<file path="src/rtl/seq_pkg.sv">
`default_nettype none
// ============================================================================
// Module   : seq_pkg
// Purpose  : Shared states, opcode constants and control-store address slice
//            for the multi-cycle instruction sequencer.
// Revision : 1.0 - initial release
// ============================================================================
package seq_pkg;

  typedef enum logic [2:0] {
    ST_RST    = 3'd0,
    ST_FETCH  = 3'd1,
    ST_DECODE = 3'd2,
    ST_EXEC   = 3'd3,
    ST_MEM    = 3'd4,
    ST_WB     = 3'd5,
    ST_TRAP   = 3'd6
  } seq_state_e;

  localparam logic [6:0] OP_R      = 7'h33;
  localparam logic [6:0] OP_I      = 7'h13;
  localparam logic [6:0] OP_LOAD   = 7'h03;
  localparam logic [6:0] OP_STORE  = 7'h23;
  localparam logic [6:0] OP_BRANCH = 7'h63;

  // Control-store address is {funct7[5], funct3, opcode}.
  function automatic logic [10:0] cs_addr_f(input logic [31:0] ir);
    return {ir[30], ir[14:12], ir[6:0]};
  endfunction

endpackage
`default_nettype wire

</file>
<file path="src/rtl/seq_perf_cnt.sv">
`default_nettype none
// ============================================================================
// Module   : seq_perf_cnt
// Purpose  : Free-running cycle and retired-instruction counters; present
//            only when SEQ_PERF_CNT_EN is defined.
// Revision : 1.0 - initial release
// ============================================================================
`ifdef SEQ_PERF_CNT_EN
module seq_perf_cnt #(
  parameter int CNT_W = 32
) (
  input  logic             clk,
  input  logic             rst_n,
  input  logic             cycle_en,
  input  logic             ret_en,
  output logic [CNT_W-1:0] cycle_cnt,
  output logic [CNT_W-1:0] instret_cnt
);

  logic [CNT_W-1:0] r_cycle_cnt;
  logic [CNT_W-1:0] r_instret_cnt;

  // Both counters wrap naturally at 2^CNT_W.
  always_ff @(posedge clk or negedge rst_n) begin
    if (!rst_n) begin
      r_cycle_cnt   <= '0;
      r_instret_cnt <= '0;
    end else begin
      if (cycle_en) r_cycle_cnt   <= r_cycle_cnt + 1'b1;
      if (ret_en)   r_instret_cnt <= r_instret_cnt + 1'b1;
    end
  end

  assign cycle_cnt   = r_cycle_cnt;
  assign instret_cnt = r_instret_cnt;

endmodule
`endif
`default_nettype wire

</file>
<file path="src/rtl/instr_seq_ctrl.sv">
`default_nettype none
// ============================================================================
// Module   : instr_seq_ctrl
// Purpose  : Multi-cycle FETCH/DECODE/EXEC/MEM/WB sequencer for the
//            non-pipelined core. Optional counters: SEQ_PERF_CNT_EN.
// Revision : 1.0 - initial release
// ============================================================================
module instr_seq_ctrl
  import seq_pkg::*;
#(
  parameter int CTRL_BITS = 16,
  parameter int ADDR_W    = 11,
  parameter int CNT_W     = 32
) (
  input  logic                 clk,
  input  logic                 rst_n,
  input  logic [31:0]          instr,
  output logic                 imem_req,
  input  logic                 imem_ack,
  output logic                 ir_we,
  output logic [ADDR_W-1:0]    cs_addr,
  input  logic [CTRL_BITS-1:0] cs_data,
  output logic [CTRL_BITS-1:0] ctrl_word,
  input  logic                 is_mul,
  output logic                 mul_start,
  input  logic                 mul_done,
  input  logic                 branch_taken,
  output logic                 dmem_req,
  output logic                 dmem_we,
  input  logic                 dmem_ack,
  output logic                 rf_we,
  output logic                 pc_we,
  output logic                 pc_src,
  output logic                 illegal,
`ifdef SEQ_PERF_CNT_EN
  output logic [CNT_W-1:0]     cycle_cnt,
  output logic [CNT_W-1:0]     instret_cnt,
`endif
  output logic [2:0]           state_o
);

  seq_state_e           r_state;
  logic [10:0]          r_cs;
  logic [CTRL_BITS-1:0] r_ctrl;
  logic                 r_illegal;
  logic                 r_imem_req;
  logic                 r_dmem_req;
  logic                 r_dmem_we;
  logic                 r_mul_start;
  logic                 r_rf_we;
  logic                 r_wb_pc_we;

  logic [6:0]           w_op;
  logic                 w_legal;
  logic                 w_exec_done;
  logic                 w_br_pc_we;
  logic                 w_st_pc_we;

  assign w_op        = r_cs[6:0];
  assign w_legal     = (w_op == OP_R) || (w_op == OP_I) || (w_op == OP_LOAD) ||
                       (w_op == OP_STORE) || (w_op == OP_BRANCH);
  assign w_exec_done = !is_mul || mul_done;

  always_ff @(posedge clk or negedge rst_n) begin
    if (!rst_n) begin
      r_state     <= ST_RST;
      r_cs        <= '0;
      r_ctrl      <= '0;
      r_illegal   <= 1'b0;
      r_imem_req  <= 1'b0;
      r_dmem_req  <= 1'b0;
      r_dmem_we   <= 1'b0;
      r_mul_start <= 1'b0;
      r_rf_we     <= 1'b0;
      r_wb_pc_we  <= 1'b0;
    end else begin
      r_mul_start <= 1'b0;
      r_rf_we     <= 1'b0;
      r_wb_pc_we  <= 1'b0;
      case (r_state)
        ST_RST: begin
          r_state    <= ST_FETCH;
          r_imem_req <= 1'b1;
        end
        ST_FETCH: begin
          if (imem_ack) begin
            r_cs       <= cs_addr_f(instr);
            r_imem_req <= 1'b0;
            r_state    <= ST_DECODE;
          end
        end
        ST_DECODE: begin
          if (w_legal) begin
            r_ctrl      <= cs_data;
            r_mul_start <= is_mul;
            r_state     <= ST_EXEC;
          end else begin
            r_ctrl    <= '0;
            r_illegal <= 1'b1;
            r_state   <= ST_TRAP;
          end
        end
        ST_EXEC: begin
          if (w_exec_done) begin
            if (w_op == OP_BRANCH) begin
              r_state    <= ST_FETCH;
              r_imem_req <= 1'b1;
            end else if ((w_op == OP_LOAD) || (w_op == OP_STORE)) begin
              r_state    <= ST_MEM;
              r_dmem_req <= 1'b1;
              r_dmem_we  <= (w_op == OP_STORE);
            end else begin
              r_state    <= ST_WB;
              r_rf_we    <= 1'b1;
              r_wb_pc_we <= 1'b1;
            end
          end
        end
        ST_MEM: begin
          if (dmem_ack) begin
            r_dmem_req <= 1'b0;
            r_dmem_we  <= 1'b0;
            if (w_op == OP_STORE) begin
              r_state    <= ST_FETCH;
              r_imem_req <= 1'b1;
            end else begin
              r_state    <= ST_WB;
              r_rf_we    <= 1'b1;
              r_wb_pc_we <= 1'b1;
            end
          end
        end
        ST_WB: begin
          r_state    <= ST_FETCH;
          r_imem_req <= 1'b1;
        end
        default: r_state <= ST_TRAP;
      endcase
    end
  end

  // Strobes qualified by same-cycle handshakes stay combinational so the
  // zero-wait latencies hold; all are gated by state and thus low in reset.
  assign w_br_pc_we = (r_state == ST_EXEC) && (w_op == OP_BRANCH) && w_exec_done;
  assign w_st_pc_we = (r_state == ST_MEM) && (w_op == OP_STORE) && dmem_ack;

  assign imem_req  = r_imem_req;
  assign ir_we     = (r_state == ST_FETCH) && imem_ack;
  assign cs_addr   = ADDR_W'(r_cs);
  assign ctrl_word = r_ctrl;
  assign mul_start = r_mul_start;
  assign dmem_req  = r_dmem_req;
  assign dmem_we   = r_dmem_we;
  assign rf_we     = r_rf_we;
  assign pc_we     = r_wb_pc_we || w_br_pc_we || w_st_pc_we;
  assign pc_src    = w_br_pc_we && branch_taken;
  assign illegal   = r_illegal;
  assign state_o   = r_state;

`ifdef SEQ_PERF_CNT_EN
  seq_perf_cnt #(
    .CNT_W (CNT_W)
  ) u_perf_cnt (
    .clk         (clk),
    .rst_n       (rst_n),
    .cycle_en    ((r_state != ST_RST) && (r_state != ST_TRAP)),
    .ret_en      (pc_we),
    .cycle_cnt   (cycle_cnt),
    .instret_cnt (instret_cnt)
  );
`endif

endmodule
`default_nettype wire

</file>
<file path="config.mk">
export PLATFORM = sky130hd
export DESIGN_NAME = instr_seq_ctrl
export DESIGN_NICKNAME = d
export VERILOG_FILES = /design/src/rtl/seq_pkg.sv /design/src/rtl/seq_perf_cnt.sv /design/src/rtl/instr_seq_ctrl.sv
export SDC_FILE = /design/constraint.sdc
export NUM_CORES = 1
export LEC_CHECK = 0
export CORE_MARGIN = 1
export CORE_UTILIZATION = 38
export CTS_BUF_LIST = sky130_fd_sc_hd__clkbuf_16
export CTS_CLUSTER_DIAMETER = 150
export DETAILED_ROUTE_END_ITERATION = 6
export GPL_ROUTABILITY_DRIVEN = 0
export PLACE_DENSITY = 0.78
export SYNTH_ARGS = -nofsm -noshare
export SYNTH_HDL_FRONTEND = slang
export SYNTH_SLANG_ARGS = --single-unit
</file>
<file path="constraint.sdc">
create_clock -name clk -period 2.5 [get_ports clk]
set_clock_uncertainty 0.2 [all_clocks]
set_input_delay 0.5 -clock clk [delete_from_list [all_inputs] [get_ports clk]]
set_output_delay 0.5 -clock clk [all_outputs]
set_load 0.02 [all_outputs]
</file>
==> metrics.md <==
| Metric | Value |
|---|---|
| Status | completed |
| Maximum vdd drop | around 0.57 mV |
| Fill cell count | 304 |
| Synth warn | 0 |
| Htree depth | 2 |
| CP cell instances | clkdlybuf4s50_1 > nand2b_4 > nor2b_4 > mux2_2 > a21o_1 > buf_6 |
| Layout cells sized above 1 | 17.1% |
| Gr ovfl total | 0 |
| Cts hold-fix bufs | 0 |
| R2R Setup Slk | 0.55 ns |
| Leak | 1.14 nW |
| Die area | 4520 sq um |
| Synthesized area per cell | 12.6 sq um |
| Crit path required time | 1.80 ns |
| Ratio of final minimum period to clock period | a little over nine tenths |
| Die height | 67.3 um |
| Inserted Diodes | 0 |
| CP max stage delay | approximately 0.40 ns |
| First-pass GRT wire length | 6740 um |
| # DRC | 0 |
| Routed len/inst | 16.1 um |
| P per Cell Area | between 1000 and 1500 nW/um^2 |
| Clk buf depth | 2 |
| Fraction of registers with async set/reset | between 90% and 100% |
| Post-synthesis cell area | between 1500 and 2000 sq um |
| Root Buffer | clkbuf_16 |
| Crit-path slowest cell | clkdlybuf4s50_1 |
| Finished Core Util | 64.0% |
| Port bufs | 72 |
| Clock power frac | 20.2% |
| Clock sinks | 36 |
| Nets | 270 |
| Multi-input gate area | 621 sq um |
| Combinational share of power | 49.3% |
| Internal | between 1.5 and 2 mW |
| Antenna violations before repair | 0 |
| CP Buf/Inv Count | 2 |
| Via Count | 1403 |
| Post-Synth XOR/XNOR Area | 0% |
| Family with the most delay on the worst path | buffers and inverters |
| RSZ-0062 raised after global routing | false |
| Worst slew pin tran | 0.445 ns |
| Post-synth cell types | 44 |
| Placement Rows | 23 |
| Seq/Total Area, Yosys | 55.7% |
| Post-synth EDFFs | 0 |
| 1st-pass router iterations | 4 |
| Io pins | 94 |
| Hold Vio Cnt, Final | 0 |
| Via-per-instance ratio | 5.27 |
| Synthesized net count | 183 |
| Initial Utilization | 39.9% |
| Storage cell area | roughly 900 sq um |
| Reg clk slew, reported paths | 0.05 ns |
| Total CTS buffers | 5 |
| Post-route ant nets | 0 |
| Mux share of post-synthesis cell area | 6.96% |
| Synth Area in Simple Gates | about 11% |
| Syn Inst Count | 128 |
| Vias in the first global route | 1382 |
| Register share of total power | approximately 30% |
| Top FF cell, synth | dfrtp_1 |
| Fin crit period | about 2.5 ns |
| Pin count of the biggest net entering global routing | 37 |
| Core Area | 4060 sq um |
| Slew HR | 70.4% |
| Fin. max-slew vios | 0 |
| NetSw | ~1.1 mW |
| Clock Latency Late Sink | 0.28 ns |
| Switch share | roughly 36% |
| Maxcap violations | 0 |
| Largest family of logic cells by synthesized area | compound AO/OA/AOI/OAI gates |
| Adder-cell share of the synthesized area | less than 1% |
| Area grow syn2layout | 60.6% |
| Setup Viol. Count Final | 0 |
| DRT Wirelength | 4280 um |
| Die W | between 60 and 70 um |
| Hold crit path type | flip-flop to flip-flop |
| Compound-Gate Fraction of Synth Area | 18.7% |
| Final HPWL DP | roughly 3100 um |
| WP data arrival | 1.75 ns |
| CP Class | input port to primary output |
| CTS tree | yes |
| Peak Freq | 408 MHz |
| Worst setup SP type | input port |
| Crit. End Element | primary output |
| CP max FO | 4 |
| Drt first-iter violations | 81 |
| Flops & latches, synth | 36 |
| Total Power | about 2.9 mW |
| Total Routing Usage GR | between 20% and 30% |
[cells in the mapped netlist (2+ instances only)]
cell type,instances,area [sq um]
mux2_1,5,56.3
nand2b_1,3,18.8
buf_6,5,56.3
mux2_2,5,56.3
buf_2,2,10.0
a22o_1,17,149
nor2b_1,2,12.5
inv_1,4,15.0
o21ai_1,2,10.0
nand2_1,3,11.3
nor2_1,4,15.0
a21oi_1,2,10.0
dfrtp_1,36,901
o21ai_0,2,10.0
nor3_1,3,15.0
o22a_1,2,17.5
and2_1,2,12.5
or3_1,2,12.5
o311ai_1,2,17.5
[what timing repair did]
action	4_1_cts	5_1_grt
setup buffers	0	0
setup endpoints to repair	3	1
pin swaps	0	1
gates resized for setup	12	2
[per-stage QoR]
stage,setup TNS (ns),setup WS [ns],hold slack (ns),cells,cell area (sq um)
6_report,0,0.0486,0.282,266,2600
5_1_grt,0,0.0185,0.309,266,2600
4_1_cts,0,0.0137,0.289,266,2590
3_5_place_dp,-0.922,-0.492,0.265,258,2440
3_3_place_gp,-0.809,-0.421,0.265,258,2440
2_1_floorplan,0,0.242,0.00441,128,1620
[cell usage in the layout, fill, tap and decap left out, types with 3 or more instances in the layout]
master            n
a22o_1           17
buf_4            18
clkbuf_16         5
clkdlybuf4s50_1  68
dfrtp_1          36
inv_1             5
mux2_1            5
mux2_2            5
nand2_1           3
nor2_1            4
nor3_1            3
[per-layer routing]
layer  part of all wire, %  track usage, %
met3                   7.0            6.25
met5                     0               0
met1                    43            25.3
met2                    47            34.0
met4                   2.8            9.57
[registers in the layout, summed over array words and instances, names as in the netlist]
register and count:
cs_addr 11, ctrl_word 16, dmem_req 1, dmem_we 1
illegal 1, imem_req 1, mul_start 1, r_wb_pc_we 1
state_o 3
[power groups by stage]
| stage | logic [mW] | registers [mW] | clock network, mW |
|---|---|---|---|
| 2_1_floorplan | 0.532 | 1.13 | 0 |
| 3_3_place_gp | 1.38 | 0.878 | 0 |
| 3_5_place_dp | 1.42 | 0.888 | 0 |
| 4_1_cts | 1.43 | 0.887 | 0.599 |
| 5_1_grt | 1.51 | 0.909 | 0.627 |
| 6_report | 1.43 | 0.885 | 0.587 |
[layout make-up]
class / count / share of cell area, %
clock buffers: 5 / 4.81
well taps: 50 / 2.41
multi-input cells: 77 / 23.9
clock inverters: 3 / 0.578
repair buffers: 90 / 32.9
flip-flops and latches: 36 / 34.7
inverters: 5 / 0.722
[cells by family (layout without fill, tap and decap cells)]
group / count (synthesis) / in the layout
flops: 36 / 36
fa+ha+maj: 1 / 1
compound gates: 38 / 38
simple gates: 28 / 28
mux: 10 / 10
buf+inv: 15 / 103
[final timing paths]
kind                                        start                  endpoint  cells past startpoint
max in group asynchronous                   rst_n    cs_addr[3]$_DFFE_PN0P_                      2
min in group asynchronous                   rst_n  ctrl_word[5]$_DFFE_PN0P_                      2
hold reg to reg               illegal$_DFFE_PN0P_       illegal$_DFFE_PN0P_                      1
setup reg to reg           cs_addr[2]$_DFFE_PN0P_  ctrl_word[3]$_DFFE_PN0P_                      5
setup / recovery                         mul_done                     pc_we                      6
hold / removal                illegal$_DFFE_PN0P_       illegal$_DFFE_PN0P_                      1
[worst register-to-register path, delay by kind of cell (launching register included)]
| family | cells | cell delay (ns) |
|---|---|---|
| AND/OR/NAND/NOR | 2 | 0.66 |
| AO/OA/AOI/OAI | 2 | 0.45 |
| flip-flops | 1 | 0.39 |
| buffers and inverters | 1 | 0.19 |
(Power assumes the default switching activity.)
